## config.mk

```make
export PLATFORM = sky130hd
export DESIGN_NAME = noc_flit_sink
export DESIGN_NICKNAME = d
export VERILOG_FILES = /design/src/rtl/noc_pkg.sv /design/src/rtl/noc_flit_fifo.sv /design/src/rtl/noc_flit_sink.sv
export SDC_FILE = /design/constraint.sdc
export NUM_CORES = 1
export LEC_CHECK = 0
export BUFFER_PORTS_ARGS = -buffer_cell sky130_fd_sc_hd__buf_2
export CORE_MARGIN = 4
export CORE_UTILIZATION = 50
export DETAILED_ROUTE_END_ITERATION = 16
export GPL_TIMING_DRIVEN = 0
export PLACE_DENSITY = 0.75
export SLEW_MARGIN = 30
export SYNTH_ARGS = -nofsm -noshare
export SYNTH_HDL_FRONTEND = slang
export SYNTH_HIERARCHICAL = 1
export SYNTH_SLANG_ARGS = --single-unit
```

## constraint.sdc

```tcl
create_clock -name clk_noc -period 7.25 [get_ports clk_noc]
set_clock_uncertainty 0.05 [all_clocks]
set_input_delay 0.3625 -clock clk_noc [delete_from_list [all_inputs] [get_ports clk_noc]]
set_output_delay 0.3625 -clock clk_noc [all_outputs]
set_load 0.005 [all_outputs]
```

## src/rtl/noc_pkg.sv

```systemverilog
// Shared types for the NoC ejection path: flit bundle and sink FSM states.
package noc_pkg;

    localparam int FLIT_W  = 64;
    localparam int TID_W   = 2;
    localparam int TDEST_W = 4;
    localparam int DEST_W  = TDEST_W + TID_W;

    typedef struct packed {
        logic [FLIT_W-1:0] data;
        logic [DEST_W-1:0] dest;
        logic              is_tail;
    } flit_t;

    typedef enum logic {
        IDLE,
        IN_PKT
    } sink_state_e;

endpackage

```

## src/rtl/noc_flit_fifo.sv

```systemverilog
// First-word-fall-through flit buffer with wrap-bit pointers.
module noc_flit_fifo
    import noc_pkg::*;
#(
    parameter int DEPTH = 2
) (
    input  logic  clk,
    input  logic  rst,
    input  logic  push,
    input  logic  pop,
    input  flit_t wdata,
    output flit_t rdata,
    output logic  full,
    output logic  empty
);

    localparam int AW = $clog2(DEPTH);
    localparam logic [AW:0] PTR_ONE = 1;

    flit_t      mem [DEPTH];
    logic [AW:0] wr_ptr;
    logic [AW:0] rd_ptr;

    // Same index with differing wrap bits means the buffer is full.
    assign empty = (wr_ptr == rd_ptr);
    assign full  = (wr_ptr[AW] != rd_ptr[AW]) &&
                   (wr_ptr[AW-1:0] == rd_ptr[AW-1:0]);
    assign rdata = mem[rd_ptr[AW-1:0]];

    always_ff @(posedge clk) begin
        if (rst) begin
            wr_ptr <= '0;
            rd_ptr <= '0;
        end else begin
            if (push) wr_ptr <= wr_ptr + PTR_ONE;
            if (pop)  rd_ptr <= rd_ptr + PTR_ONE;
        end
    end

    always_ff @(posedge clk) begin
        if (push) mem[wr_ptr[AW-1:0]] <= wdata;
    end

endmodule

```

## src/rtl/noc_flit_sink.sv

```systemverilog
// Router local-port ejection stage: credit-flow flits in, AXI-Stream out,
// one credit back per drained flit, with overflow and packet-dest checks.
module noc_flit_sink
    import noc_pkg::*;
#(
    parameter int FLIT_WIDTH    = FLIT_W,
    parameter int TID_WIDTH     = TID_W,
    parameter int TDEST_WIDTH   = TDEST_W,
    parameter int DEST_WIDTH    = TDEST_WIDTH + TID_WIDTH,
    parameter int BUFFER_DEPTH  = 2,
    parameter int PKT_CNT_WIDTH = 16
) (
    input  logic                     clk_noc,
    input  logic                     rst_noc_sync,
    input  logic [FLIT_WIDTH-1:0]    data_in,
    input  logic [DEST_WIDTH-1:0]    dest_in,
    input  logic                     is_tail_in,
    input  logic                     send_in,
    output logic                     credit_out,
    output logic                     axis_out_tvalid,
    input  logic                     axis_out_tready,
    output logic [FLIT_WIDTH-1:0]    axis_out_tdata,
    output logic                     axis_out_tlast,
    output logic [TID_WIDTH-1:0]     axis_out_tid,
    output logic [TDEST_WIDTH-1:0]   axis_out_tdest,
    output logic [PKT_CNT_WIDTH-1:0] pkt_count,
    output logic                     overflow_err,
    output logic                     protocol_err
);

    localparam logic [PKT_CNT_WIDTH-1:0] CNT_ONE = 1;

    flit_t       wdata;
    flit_t       rdata;
    logic        full;
    logic        empty;
    logic        pop;
    logic        wr_en;
    sink_state_e state;
    logic [DEST_WIDTH-1:0] head_dest;

    assign wdata.data    = data_in;
    assign wdata.dest    = dest_in;
    assign wdata.is_tail = is_tail_in;

    assign axis_out_tvalid = !empty;
    assign pop   = axis_out_tvalid && axis_out_tready;
    // A full buffer still takes a flit when a slot frees in the same cycle.
    assign wr_en = send_in && (!full || pop);

    assign axis_out_tdata = axis_out_tvalid ? rdata.data : '0;
    assign axis_out_tlast = axis_out_tvalid && rdata.is_tail;
    assign axis_out_tid   = axis_out_tvalid ?
                            rdata.dest[DEST_WIDTH-1:TDEST_WIDTH] : '0;
    assign axis_out_tdest = axis_out_tvalid ?
                            rdata.dest[TDEST_WIDTH-1:0] : '0;

    noc_flit_fifo #(
        .DEPTH (BUFFER_DEPTH)
    ) u_fifo (
        .clk   (clk_noc),
        .rst   (rst_noc_sync),
        .push  (wr_en),
        .pop   (pop),
        .wdata (wdata),
        .rdata (rdata),
        .full  (full),
        .empty (empty)
    );

    always_ff @(posedge clk_noc) begin
        if (rst_noc_sync) begin
            credit_out   <= 1'b0;
            pkt_count    <= '0;
            overflow_err <= 1'b0;
        end else begin
            credit_out <= pop;
            if (pop && rdata.is_tail) pkt_count <= pkt_count + CNT_ONE;
            if (send_in && full && !pop) overflow_err <= 1'b1;
        end
    end

    always_ff @(posedge clk_noc) begin
        if (rst_noc_sync) begin
            state        <= IDLE;
            head_dest    <= '0;
            protocol_err <= 1'b0;
        end else if (wr_en) begin
            unique case (state)
                IDLE: begin
                    if (!is_tail_in) begin
                        head_dest <= dest_in;
                        state     <= IN_PKT;
                    end
                end
                IN_PKT: begin
                    if (dest_in != head_dest) protocol_err <= 1'b1;
                    if (is_tail_in) state <= IDLE;
                end
                default: state <= IDLE;
            endcase
        end
    end

endmodule

```

==> results of run 1 <==
-- logic make-up (layout without fill, tap and decap cells) --
group / Yosys count / after routing / synth area share [%]
buf+inv: 28 / 229 / 3.20
simple gates: 132 / 132 / 10.8
compound gates: 20 / 20 / 1.70
xor+xnor: 19 / 19 / 2.26
mux: 79 / 79 / 15.5
fa+ha+maj: 1 / 1 / 0.170
flops: 173 / 173 / 66.4
-- per-layer routing --
metal  wire length [µm]  up-vias  GRT usage [%]
li1                   -     2022              -
met1               5560     2011           20.6
met2               6970      161           28.9
met3               1180       16           5.40
met4                169        2           7.10
met5                  9        -              0
-- critical path, cell delays in order, from the launching register on --
cell	delay [ns]
dfxtp_1	0.45
xor2_1	0.21
nor2b_1	0.10
buf_2	0.23
or2b_1	0.30
a21boi_1	0.43
nor2b_4	0.57
buf_16	0.24
buf_16	0.18
-- final timing paths --
| path | cells past startpoint | slack [ns] | end |
|---|---|---|---|
| max | 8 | 4.18 | u_fifo/mem[0][70]$_DFFE_PP_ |
| min | 1 | 0.08 | u_fifo/mem[0][8]$_DFFE_PP_ |
| max reg2reg | 8 | 4.18 | u_fifo/mem[0][70]$_DFFE_PP_ |
| min reg2reg | 2 | 0.42 | protocol_err$_SDFFE_PP0P_ |
-- cell usage after synthesis (2+ instances only) --
master	number
a21oi_1	8
mux2_2	2
nand3_1	6
xor2_1	6
buf_12	7
o21ai_0	5
nor4_1	2
clkbuf_1	11
mux2i_1	7
inv_1	7
nor2b_1	74
xnor2_1	13
edfxtp_1	142
nand2_1	2
dfxtp_1	31
nand4_1	5
buf_6	2
and2_1	2
nor2_1	25
mux2_4	70
or3_1	4
-- cell type report --
type / instances / area [µm²]
fillers: 1061 / 5390
flip-flops and latches: 173 / 4880
multi-input cells: 251 / 2250
repair buffers: 169 / 928
clock buffers: 26 / 533
well taps: 184 / 230
plain buffers: 21 / 209
clock inverters: 6 / 31.3
inverters: 7 / 26.3
-- where the power goes --
group          leakage, nW  switching, W  total [W]  internal (W)
clock                0.277      0.000343   0.000848      0.000506
sequential            1.58     0.0000365    0.00125       0.00121
combinational         1.81      0.000504    0.00108      0.000573
total                 3.67      0.000883    0.00317       0.00229
-- stage by stage --
step,total power [W],instance area [µm²],util [%]
5_1_grt,0.00334,9090,62.8
2_1_floorplan,0.00197,7360,-
3_5_place_dp,0.00236,8530,58.9
3_3_place_gp,0.00233,8420,58.1
4_1_cts,0.00322,9090,62.8
6_report,0.00317,9090,62.8
-- sequential cells by signal (all words and copies together), names as in the netlist, named ones only --
| signal | flops |
|---|---|
| u_fifo/mem | 142 |
| pkt_count | 16 |
| head_dest | 6 |
| u_fifo/rd_ptr | 2 |
| u_fifo/wr_ptr | 2 |
| credit_out | 1 |
| overflow_err | 1 |
| protocol_err | 1 |
| state | 1 |
==> flow_summary.json, run 1 <==
{
  "crit_fanout": 20,
  "dp_cells": 805,
  "tightest_slew_ns": 0.523,
  "maxCapViolations": 0,
  "endpoint_kind": "flop",
  "clock_path_buffers": 2,
  "power.leakage_nw": 3.67,
  "n_antenna_cell": 0,
  "layout_common_cells": "166 x buf_2, 142 x edfxtp_1, 73 x nor2b_1, 70 x mux2_4, 31 x dfxtp_1",
  "seq_area_frac_synth_pct": 66.4,
  "cts_setup_buffers": 0,
  "pre_cts_ws_ns": 4.16,
  "routed_wl_um": 13900,
  "drc": 0,
  "wire_per_inst_um": 16.6,
  "cts_buffers": 17,
  "vias": 4212,
  "row_count": 44,
  "drv_slew": 0,
  "ir_drop_uv": 146,
  "dieArea_um2": 16700,
  "worstSetupPathType": "reg2reg",
  "synth_warnings": 6,
  "setup_viol": 0,
  "grt_pass1_wl_um": 21800,
  "synth_cell_types": 42,
  "track_usage_pct": 17.2,
  "place.gp.congestion": 0.834,
  "p_per_area_nw_per_um2": 349,
  "die_w_um": 129,
  "antenna_found_initial": 1,
  "worstSetupStartpointType": "flop",
  "die_y_um": 129,
  "cts.sinks": 173,
  "rsz0062_at_grt": "no",
  "cts-resized-gates": 0,
  "ant_nets": 0,
  "hp-class": "in2reg",
  "synthCells": 452,
  "avgSynthCellArea_um2": 16.3,
  "ys_ff_latch": 173,
  "regToRegStartpoint": "u_fifo/wr_ptr[0]$_SDFFE_PP0P_",
  "cts_tree": "done",
  "core_um2": 14500,
  "finalCritPeriodShare_pct": 42.4,
  "place_hpwl_um": 9940,
  "cp.required_ns": 7.32,
  "final.setup.tns_ns": 0,
  "cts_hold_buf": 0,
  "first_iter_violations": 229,
  "synthFlopType": "edfxtp_1",
  "first_pass_iters": 5,
  "cp.arrival_ns": 3.15,
  "grt_max_degree": 39,
  "hp-start": "data_in[1]",
  "layoutNonFillerInstCount": 837,
  "ios": 166,
  "ys_top_cells_by_area": "edfxtp_1 58%, mux2_4 14%, dfxtp_1 8.4%, nor2b_1 6.3%, buf_12 1.9%",
  "hold_viol_final": 0,
  "h-tree-depth": 4,
  "clkTransAtPathRegs_ns": 0.06,
  "clk_latency_ns": 0.41,
  "portBuffers": 165,
  "whs_ns": 0.0817,
  "synth_top_area_share_pct": 57.9,
  "grt_overflow": 0,
  "grt_pass1_vias": 4372,
  "async_reset_ff_share_pct": 0,
  "synth_edf_count": 142,
  "synth_top_area_cell": "edfxtp_1",
  "final_nets": 716,
  "slew_headroom_pct": 65.1,
  "layout_commonest_cell": "buf_2",
  "vias_per_cell": 5.03,
  "status": "completed",
  "syn_to_final_growth_pct": 23.5,
  "setup_ws_ns": 4.18,
  "start_util_pct": 50.8,
  "drive_gt1_share_pct": 44.0,
  "startpoint": "u_fifo/wr_ptr[0]$_SDFFE_PP0P_",
  "max_freq_mhz": 325,
  "synth_fp_nets": 528,
  "cts_root_buf": "clkbuf_16",
  "min_period_ns": 3.07,
  "syn_area_um2": 7360
}
Note: power is estimated with default switching activity, not from simulation.
==> run 2, diff against run 1 <==
==> constraint.sdc (replaced) <==
create_clock -name clk_noc -period 3.1 [get_ports clk_noc]
set_clock_uncertainty 0.05 [all_clocks]
set_input_delay 0.155 -clock clk_noc [delete_from_list [all_inputs] [get_ports clk_noc]]
set_output_delay 0.155 -clock clk_noc [all_outputs]
set_load 0.005 [all_outputs]
==> run 2 against run 1 <==
Power is 140% higher. Sequential share of layout area shrank 4.4 points. Cell area grew 8.9%. Critical endpoint is now u_fifo/mem[1][28]$_DFFE_PP_.
==> flow_summary.json, run 2 (synthesis results as in run 1) <==
{
  "status": "completed",
  "p_int_w": 0.00558,
  "layoutNonFillerInstCount": 913,
  "place.gp.congestion": 0.831,
  "ios": 166,
  "wire_per_inst_um": 16.8,
  "maxCapViolations": 0,
  "antenna_found_initial": 0,
  "cts_root_buf": "clkbuf_16",
  "first_iter_violations": 251,
  "worstSetupStartpointType": "flop",
  "switching_power_w": 0.00215,
  "setup_viol": 0,
  "place_area_um2": 8530,
  "drive_gt1_share_pct": 39.9,
  "cp.required_ns": 3.15,
  "finalInstanceArea_um2": 9910,
  "grt_pass1_wl_um": 23600,
  "clkTransAtPathRegs_ns": 0.06,
  "routed_wl_um": 15400,
  "cts.sinks": 173,
  "vias": 4512,
  "grt_max_degree": 42,
  "finalCritPeriodShare_pct": 91.5,
  "seqPwrFrac_pct": 37.7,
  "max_freq_mhz": 353,
  "rsz0062_at_grt": "no",
  "whs_ns": 0.130,
  "n_antenna_cell": 0,
  "tightest_slew_ns": 0.515,
  "dp_cells": 805,
  "hp-class": "in2reg",
  "place_hpwl_um": 10200,
  "final.setup.tns_ns": 0,
  "layout_common_cells": "166 x buf_2, 142 x edfxtp_1, 73 x nor2b_1, 73 x dlygate4sd3_1, 70 x mux2_4",
  "clock_path_buffers": 2,
  "worstSetupPathType": "reg2reg",
  "dieArea_um2": 16700,
  "start_util_pct": 50.8,
  "p_clk_share_pct": 28.1,
  "grt_overflow": 0,
  "h-tree-depth": 4,
  "share_comb_of_total_power_pct": 34.2,
  "hold_viol_final": 0,
  "switching_share_pct": 27.8,
  "min_period_ns": 2.84,
  "reg2reg_depth": 7,
  "slew_headroom_pct": 65.7,
  "ant_nets": 0,
  "first_pass_iters": 4,
  "die_w_um": 129,
  "drv_slew": 0,
  "final_nets": 792,
  "clk_latency_ns": 0.42,
  "endpoint_kind": "flop",
  "die_y_um": 129,
  "vias_per_cell": 4.94,
  "largest_register_ffs": 142,
  "drc": 0,
  "cts_buffers": 17,
  "crit_fanout": 41,
  "core_um2": 14500,
  "power.leakage_nw": 3.99,
  "cp.arrival_ns": 2.89,
  "cts_tree": "done",
  "syn_to_final_growth_pct": 34.6,
  "portBuffers": 165,
  "p_per_area_nw_per_um2": 781,
  "track_usage_pct": 18.5,
  "hold_path_depth": 4,
  "total_power_w": 0.00774,
  "row_count": 44,
  "grt_pass1_vias": 4754,
  "layout_commonest_cell": "buf_2",
  "ir_drop_uv": 600
}
## run 2: changes by cell type in the layout (fill, tap and decap cells not counted), moves of 3 or more
cell,previous run,this run
bufinv_16,0,4
clkinvlp_4,1,4
clkbuf_16,20,17
clkinv_2,4,0
dlygate4sd3_1,0,73
## run 2: power by group through the flow
stage / Combinational, W / Sequential (W) / Clock (W)
after global placement: 0.00246 / 0.00296 / 0
after floorplan: 0.00165 / 0.00295 / 0
after global routing: 0.00287 / 0.00294 / 0.00232
after CTS: 0.00266 / 0.00292 / 0.00222
final: 0.00265 / 0.00292 / 0.00218
after detailed placement: 0.00257 / 0.00296 / 0
## run 2: routing by layer
layer	GRT usage, %	part of all wire, %	up-vias
met1	21.9	41	2191
met2	32.6	51	129
met5	0	0	-
met4	6.79	1.4	0
li1	-	-	2173
met3	4.62	6.0	19
## run 2: cell type report
class | instances | area (µm²)
sequential | 173 | 4880
buffer | 21 | 209
inverter | 7 | 26.3
timing repair buffer | 244 | 1690
clock buffer | 20 | 437
clock inverter | 12 | 170
tap | 184 | 230
fill | 957 | 4570
multi-input combinational | 252 | 2260
## run 2: worst max-delay path, stage by stage, from the launching register on
cell	delay [ns]
dfxtp_1	0.51
xor2_1	0.22
nor2b_1	0.10
buf_2	0.23
or2b_1	0.32
a21boi_2	0.38
and2_4	0.40
buf_12	0.28
## run 2: repair_timing
action | in CTS | in global routing
setup endpoints to repair | 23 | 41
cloned | 0 | 1
gates resized for setup | 0 | 1
hold endpoints to repair | 154 | 0
pin swaps | 0 | 1
hold buffers | 73 | 0
buffers inserted | 2 | 0
## run 2: worst paths after layout
path              slack (ns)                     endpoint                           from
setup / recovery        0.26  u_fifo/mem[1][28]$_DFFE_PP_  u_fifo/wr_ptr[0]$_SDFFE_PP0P_
setup reg to reg        0.26  u_fifo/mem[1][28]$_DFFE_PP_  u_fifo/wr_ptr[0]$_SDFFE_PP0P_
hold reg to reg         0.44    protocol_err$_SDFFE_PP0P_      protocol_err$_SDFFE_PP0P_
hold / removal          0.13    pkt_count[3]$_SDFFE_PP0P_                axis_out_tready
## run 2: stage by stage
stage	utilization [%]	setup WS, ns
6_report	68.4	0.265
5_1_grt	68.4	0.126
4_1_cts	68.3	0.114
3_5_place_dp	58.9	-0.0114
3_3_place_gp	58.2	-0.802
2_1_floorplan	-	0.0301
